## src/rtl/vx_gpu_pkg.sv

```systemverilog
// rtl/vx_gpu_pkg.sv - commit packet layout, arbiter state type and popcount helper
package vx_gpu_pkg;

  localparam int NUM_THREADS = 4;
  localparam int XLEN        = 32;
  localparam int UUID_WIDTH  = 44;
  localparam int NW_WIDTH    = 2;
  localparam int NR_BITS     = 5;
  localparam int PID_WIDTH   = 1;

  localparam int COMMIT_DATAW = UUID_WIDTH + NW_WIDTH + NUM_THREADS + XLEN + 1 + NR_BITS
                              + NUM_THREADS * XLEN + 1 + PID_WIDTH + 1 + 1;

  typedef struct packed {
    logic [UUID_WIDTH-1:0]             uuid;
    logic [NW_WIDTH-1:0]               wid;
    logic [NUM_THREADS-1:0]            tmask;
    logic [XLEN-1:0]                   pc;
    logic                              wb;
    logic [NR_BITS-1:0]                rd;
    logic [NUM_THREADS-1:0][XLEN-1:0]  data;
    logic                              tensor;
    logic [PID_WIDTH-1:0]              pid;
    logic                              sop;
    logic                              eop;
  } commit_data_t;

  typedef enum logic {
    IDLE   = 1'b0,
    LOCKED = 1'b1
  } commit_arb_state_t;

  function automatic logic [7:0] popcount(input logic [NUM_THREADS-1:0] mask);
    logic [7:0] cnt;
    cnt = '0;
    for (int i = 0; i < NUM_THREADS; i++) begin
      cnt = cnt + 8'(mask[i]);
    end
    return cnt;
  endfunction

endpackage

```

## src/rtl/vx_commit_skid.sv

```systemverilog
// rtl/vx_commit_skid.sv - 2-entry skid buffer; enq_ready depends on registered occupancy only
module vx_commit_skid #(
  parameter int DATAW = 8
) (
  input  logic             clk,
  input  logic             reset,
  input  logic             enq_valid,
  output logic             enq_ready,
  input  logic [DATAW-1:0] enq_data,
  output logic             deq_valid,
  input  logic             deq_ready,
  output logic [DATAW-1:0] deq_data
);

  logic [DATAW-1:0] mem [2];
  logic             wr_ptr;
  logic             rd_ptr;
  logic [1:0]       count;
  logic             push;
  logic             pop;

  // Reset gates ready directly so no source is accepted while reset is held.
  assign enq_ready = reset && (count != 2'd2);
  assign deq_valid = (count != 2'd0);
  assign deq_data  = mem[rd_ptr];
  assign push      = enq_valid && enq_ready;
  assign pop       = deq_valid && deq_ready;

  // Pointer and occupancy tracking; reset drops any held entries.
  always_ff @(posedge clk or negedge reset) begin
    if (!reset) begin
      wr_ptr <= 1'b0;
      rd_ptr <= 1'b0;
      count  <= 2'd0;
    end else begin
      if (push) wr_ptr <= ~wr_ptr;
      if (pop)  rd_ptr <= ~rd_ptr;
      count <= count + {1'b0, push} - {1'b0, pop};
    end
  end

  // Payload storage needs no reset; validity comes from count.
  always_ff @(posedge clk) begin
    if (push) mem[wr_ptr] <= enq_data;
  end

endmodule

```

## src/rtl/vx_commit_arb.sv

```systemverilog
// rtl/vx_commit_arb.sv - round-robin commit arbiter locked over sop..eop, optional perf counters under VX_COMMIT_PERF_EN
module vx_commit_arb
  import vx_gpu_pkg::*;
#(
  parameter int NUM_EX        = 4,
  parameter int PERF_CTR_BITS = 44
) (
  input  logic                           clk,
  input  logic                           reset,
  input  logic [NUM_EX-1:0]              commit_in_valid,
  output logic [NUM_EX-1:0]              commit_in_ready,
  input  commit_data_t [NUM_EX-1:0]      commit_in_data,
  output logic                           commit_out_valid,
  input  logic                           commit_out_ready,
  output commit_data_t                   commit_out_data,
  output logic [PERF_CTR_BITS-1:0]       perf_commits,
  output logic [PERF_CTR_BITS-1:0]       perf_threads
);

  localparam int IW = (NUM_EX > 1) ? $clog2(NUM_EX) : 1;

  commit_arb_state_t state;
  logic [IW-1:0]     rr_ptr;
  logic [IW-1:0]     grant_idx;
  logic [IW-1:0]     cand;
  logic [IW-1:0]     next_ptr;
  logic              cand_found;
  logic              skid_ready;
  logic              xfer;
  commit_data_t      push_data;

  // Pick the candidate: the locked source, or the first valid source from rr_ptr onward.
  always_comb begin
    int idx;
    cand_found = 1'b0;
    cand       = rr_ptr;
    idx        = 0;
    if (state == LOCKED) begin
      cand       = grant_idx;
      cand_found = commit_in_valid[grant_idx];
    end else begin
      for (int k = NUM_EX - 1; k >= 0; k--) begin
        idx = int'(rr_ptr) + k;
        if (idx >= NUM_EX) idx = idx - NUM_EX;
        if (commit_in_valid[idx]) begin
          cand       = IW'(idx);
          cand_found = 1'b1;
        end
      end
    end
  end

  // Only the candidate sees ready, and only when the skid buffer has room.
  always_comb begin
    for (int i = 0; i < NUM_EX; i++) begin
      commit_in_ready[i] = skid_ready && cand_found && (cand == IW'(i));
    end
  end

  assign xfer      = cand_found && skid_ready;
  assign push_data = commit_in_data[cand];
  assign next_ptr  = (cand == IW'(NUM_EX - 1)) ? '0 : cand + 1'b1;

  // Lock on a non-final packet; advance round-robin priority on eop.
  always_ff @(posedge clk or negedge reset) begin
    if (!reset) begin
      state     <= IDLE;
      rr_ptr    <= '0;
      grant_idx <= '0;
    end else if (xfer) begin
      if (push_data.eop) begin
        state  <= IDLE;
        rr_ptr <= next_ptr;
      end else begin
        state     <= LOCKED;
        grant_idx <= cand;
      end
    end
  end

  vx_commit_skid #(
    .DATAW (COMMIT_DATAW)
  ) u_skid (
    .clk       (clk),
    .reset     (reset),
    .enq_valid (xfer),
    .enq_ready (skid_ready),
    .enq_data  (push_data),
    .deq_valid (commit_out_valid),
    .deq_ready (commit_out_ready),
    .deq_data  (commit_out_data)
  );

`ifdef VX_COMMIT_PERF_EN
  // Retired instruction and thread counters, counted at the output handshake.
  always_ff @(posedge clk or negedge reset) begin
    if (!reset) begin
      perf_commits <= '0;
      perf_threads <= '0;
    end else if (commit_out_valid && commit_out_ready) begin
      perf_threads <= perf_threads + PERF_CTR_BITS'(popcount(commit_out_data.tmask));
      if (commit_out_data.eop) perf_commits <= perf_commits + 1'b1;
    end
  end
`else
  assign perf_commits = '0;
  assign perf_threads = '0;
`endif

`ifndef SYNTHESIS
  // A source holding valid must keep valid and data stable until it transfers.
  for (genvar g = 0; g < NUM_EX; g++) begin : g_proto
    a_hold : assert property (@(posedge clk) disable iff (!reset)
      (commit_in_valid[g] && !commit_in_ready[g]) |=> (commit_in_valid[g] && $stable(commit_in_data[g])))
      else $error("source %0d dropped or changed a pending packet", g);
  end
`endif

endmodule
```

## config.mk

```make
export PLATFORM = sky130hd
export DESIGN_NAME = vx_commit_arb
export DESIGN_NICKNAME = d
export VERILOG_FILES = /design/src/rtl/vx_gpu_pkg.sv /design/src/rtl/vx_commit_skid.sv /design/src/rtl/vx_commit_arb.sv
export SDC_FILE = /design/constraint.sdc
export NUM_CORES = 1
export LEC_CHECK = 0
export ABC_AREA = 1
export BUFFER_PORTS_ARGS = -buffer_cell sky130_fd_sc_hd__buf_2
export CAP_MARGIN = 5
export CORE_AREA = 2 2 470 472
export CTS_BUF_LIST = sky130_fd_sc_hd__clkbuf_4 sky130_fd_sc_hd__clkbuf_8 sky130_fd_sc_hd__clkbuf_16
export DETAILED_ROUTE_END_ITERATION = 12
export DIE_AREA = 0 0 472 474
export PLACE_DENSITY_LB_ADDON = 0.15
export SYNTH_ARGS = -nofsm -noshare
export SYNTH_HDL_FRONTEND = slang
export SYNTH_HIERARCHICAL = 1
export SYNTH_SLANG_ARGS = --single-unit
```

## constraint.sdc

```tcl
create_clock -name clk -period 11.4 [get_ports clk]
set_clock_uncertainty 0.2 [all_clocks]
set_input_delay 1.71 -clock clk [delete_from_list [all_inputs] [get_ports clk]]
set_output_delay 1.71 -clock clk [all_outputs]
set_load 0.02 [all_outputs]
```

==> impl_metrics.env <==
export IMPL_status="finished, final reports clean"
export IMPL_drt_iter0_markers=1362
export IMPL_hold_path_class="reg -> reg"
export IMPL_worst_pin_slew_ns=1.10
export IMPL_holdCritStartpoint="u_skid/wr_ptr$_DFFE_PN0N_"
export IMPL_fin_crit_ns=6.39
export IMPL_clk_pin_slew_ns=0.05
export IMPL_crit_required_ns=9.49
export IMPL_cp_slowest_stage_delay_ns=0.40
export IMPL_p_sw_mw=6.01
export IMPL_rsz0062_at_grt="no"
export IMPL_worstSetupEndpointType="output pin"
export IMPL_async_flop_share_pct=2.00
export IMPL_post_place_ws_ns=4.77
export IMPL_wire_per_inst_microns=21.8
export IMPL_setup_viol=0
export IMPL_fp_row_count=172
export IMPL_criticalPathCategory="in -> out"
export IMPL_fp_dieArea_sq_um=224000
export IMPL_crit_path_start_kind="input port"
export IMPL_p_leak_nw=14.1
export IMPL_comb_power_share_pct=56.3
export IMPL_hold_buffers=0
export IMPL_reg2reg_from="rr_ptr[0]$_DFFE_PN0P_"
export IMPL_io_pin_count=1200
export IMPL_ys_flop_type="edfxtp_1"
export IMPL_track_usage_pct=12.3
export IMPL_cts_buffer_depth=3
export IMPL_synth_cells=2631
export IMPL_slew_headroom_pct=26.5
export IMPL_synth_area_leader_cell="edfxtp_1"
export IMPL_initial_core_util_pct=10.9
export IMPL_antenna_left=0
export IMPL_synth_top_cell_area_share_pct=55.6
export IMPL_h_tree_depth=3
export IMPL_cts_root_buf="clkbuf_16"
export IMPL_timing_fmax_ghz=0.156
export IMPL_gp_congestion=0.848
export IMPL_synthesis_area_sq_um=23700
export IMPL_syn_to_final_growth_pct=42.9
export IMPL_drc=0
export IMPL_internal_power_mw=5.69
export IMPL_yosysSeqAreaShare_pct=56.6
export IMPL_cts_tree="done"
export IMPL_die_h_microns=474
export IMPL_powerDensity_nw_per_um2=344
export IMPL_cts_sinks=449
export IMPL_final_setup_tns_ns=0
export IMPL_postRouteWirelength_microns=143000
export IMPL_place_area_sq_um=31600
export IMPL_cp_slowest_cell="inv_16"
export IMPL_hold_slack_ns=0.271
export IMPL_synthDistinctLibCells=28
export IMPL_post_cts_resize_count=0
export IMPL_worstPathMaxFanout=146
export IMPL_synth_edf_count=440
export IMPL_grt_pass1_vias=23500
export IMPL_finalCritPeriodShare_pct=56.1
export IMPL_gr_total_overflow=0
export IMPL_crit_path_start="commit_in_valid[1]"
export IMPL_viasPerCell=3.54
export IMPL_ys_ff_latch=449
export IMPL_drv_slew=0
export IMPL_dp_hpwl_microns=111000
export IMPL_cts_setup_buffers=0
export IMPL_numPortBuffers=1111
export IMPL_dr_pass1_iters=6
export IMPL_cp_data_arrival_time_ns=4.48
export IMPL_synth_area_leaders="edfxtp_1, nand2_1, o21ai_0, nor2_1, o22ai_1"
export IMPL_numCtsBuffers=67
export IMPL_vdd_ir_drop_worst_uv=251
export IMPL_swShare_pct=51.4
export IMPL_synth_common_cells="nand2_1, nor2_1, edfxtp_1"
export IMPL_yosysMostFrequentCell="nand2_1"
export IMPL_hold_viol=0
export IMPL_coreArea_sq_um=219000
export IMPL_yosys_warnings=6
export IMPL_clock_latency_ns=0.66
export IMPL_avgSynthCellArea_sq_um=9.03
export IMPL_cpMostUsedCell="nand2_1"
export IMPL_p_seq_share_pct=24.9
export IMPL_crit_path_cell_trace="buf_2 -> inv_1 -> o21ai_1 -> nand2_1 -> nand2_1 -> nand2_1 -> nand2_1 -> nand3_1 -> nand3_4 -> nand2_8 -> inv_16 -> buf_12 -> ha_1 -> inv_1 -> nor2_1 -> buf_2"
export IMPL_maxCapViolCount=0
export IMPL_nNetsFinal=4535
export IMPL_power_mw=11.7
export IMPL_num_vias=23300
export IMPL_clkPwrFrac_pct=18.8
export IMPL_grt_pass1_wl_microns=192000
export IMPL_final_setup_worst_slack_ns=5.01
export IMPL_fin_area_sq_um=33900
export IMPL_die_x_microns=472
export IMPL_antenna_found_initial=43
export IMPL_drive_above_1_share_pct=34.1
export IMPL_grt_max_degree=147
## power by group through the flow
stage          Sequential (mW)  Clock, mW  Combinational, mW
2_1_floorplan             2.93          0               4.16
3_3_place_gp              2.95          0               6.85
3_5_place_dp              2.95          0               6.86
4_1_cts                   2.92       2.31               6.88
5_1_grt                   2.95       2.36               7.39
6_report                  2.91       2.20               6.58
## sequential cells by signal (all words and copies together) (netlist names)
signal,count
u_skid/count,2
u_skid/wr_ptr,1
u_skid/rd_ptr,1
rr_ptr,2
u_skid/mem,440
state,1
grant_idx,2
## critical path: cells and delay by family
| kind | cells | cell delay, ns |
|---|---|---|
| AOI/OAI and AO/OA | 1 | 0.18 |
| adders and majority gates | 1 | 0.26 |
| buffers and inverters | 6 | 1.10 |
| and+or+nand+nor | 8 | 1.02 |
## per-stage QoR
step	std cells	utilization (%)
after global placement	6444	14.5
after floorplan	2718	-
after global routing	6575	15.5
after detailed placement	6444	14.5
final	6578	15.5
after CTS	6565	15.5
## cell families (layout without fill, tap and decap cells)
kind of cell	Yosys count	in the layout	synth area share (%)
flops	449	449	56.6
other cells	1	101	0.0158
buf+inv	314	1290	8.72
compound gates	666	666	15.2
simple gates	1195	1195	19.2
fa+ha+maj	6	6	0.316
## final timing paths
| path | to | slack, ns | cells after the start |
|---|---|---|---|
| setup / recovery | commit_in_ready[1] | 5.01 | 16 |
| hold / removal | u_skid/wr_ptr$_DFFE_PN0N_ | 0.27 | 2 |
| setup reg to reg | u_skid/mem[1][124]$_DFFE_PP_ | 6.20 | 15 |
| hold reg to reg | u_skid/wr_ptr$_DFFE_PN0N_ | 0.27 | 2 |
| max in group asynchronous | u_skid/rd_ptr$_DFFE_PN0P_ | 10.02 | 1 |
| min in group asynchronous | rr_ptr[1]$_DFFE_PN0P_ | 0.72 | 1 |
## final cells by class
class,count,area (sq um)
Fill cell,25000,185000
Inverter,31,163
Multi-Input combinational cell,1955,8600
Clock inverter,40,457
Tap cell,2871,3590
Antenna cell,13,32.5
Clock buffer,81,1850
Timing Repair Buffer,1138,5810
Sequential cell,449,13400
## routing by layer
metal | vias up | wire (microns) | track usage, %
li1 | 11000 | - | -
met1 | 11100 | 59500 | 14.8
met5 | - | 204 | 0
met2 | 984 | 67700 | 20.2
met3 | 187 | 11600 | 3.98
met4 | 32 | 4370 | 4.79
## placed cells by master (no fill, tap or decap), drive strengths merged, types with 3 or more instances in the layout
| cell type | Yosys | final |
|---|---|---|
| buf | 231 | 1138 |
| nand2 | 722 | 722 |
| nor2 | 446 | 446 |
| o21ai | 442 | 442 |
| edfxtp | 440 | 440 |
| o22ai | 219 | 219 |
| conb | 1 | 88 |
| clkbuf | 52 | 81 |
| inv | 31 | 31 |
| clkinv | 0 | 27 |
| nand3 | 25 | 25 |
| diode | 0 | 13 |
| bufinv | 0 | 9 |
| dfrtp | 9 | 9 |
| ha | 6 | 6 |
| clkinvlp | 0 | 4 |
| a21oi | 3 | 3 |
Note: power is estimated with default switching activity, not from simulation.
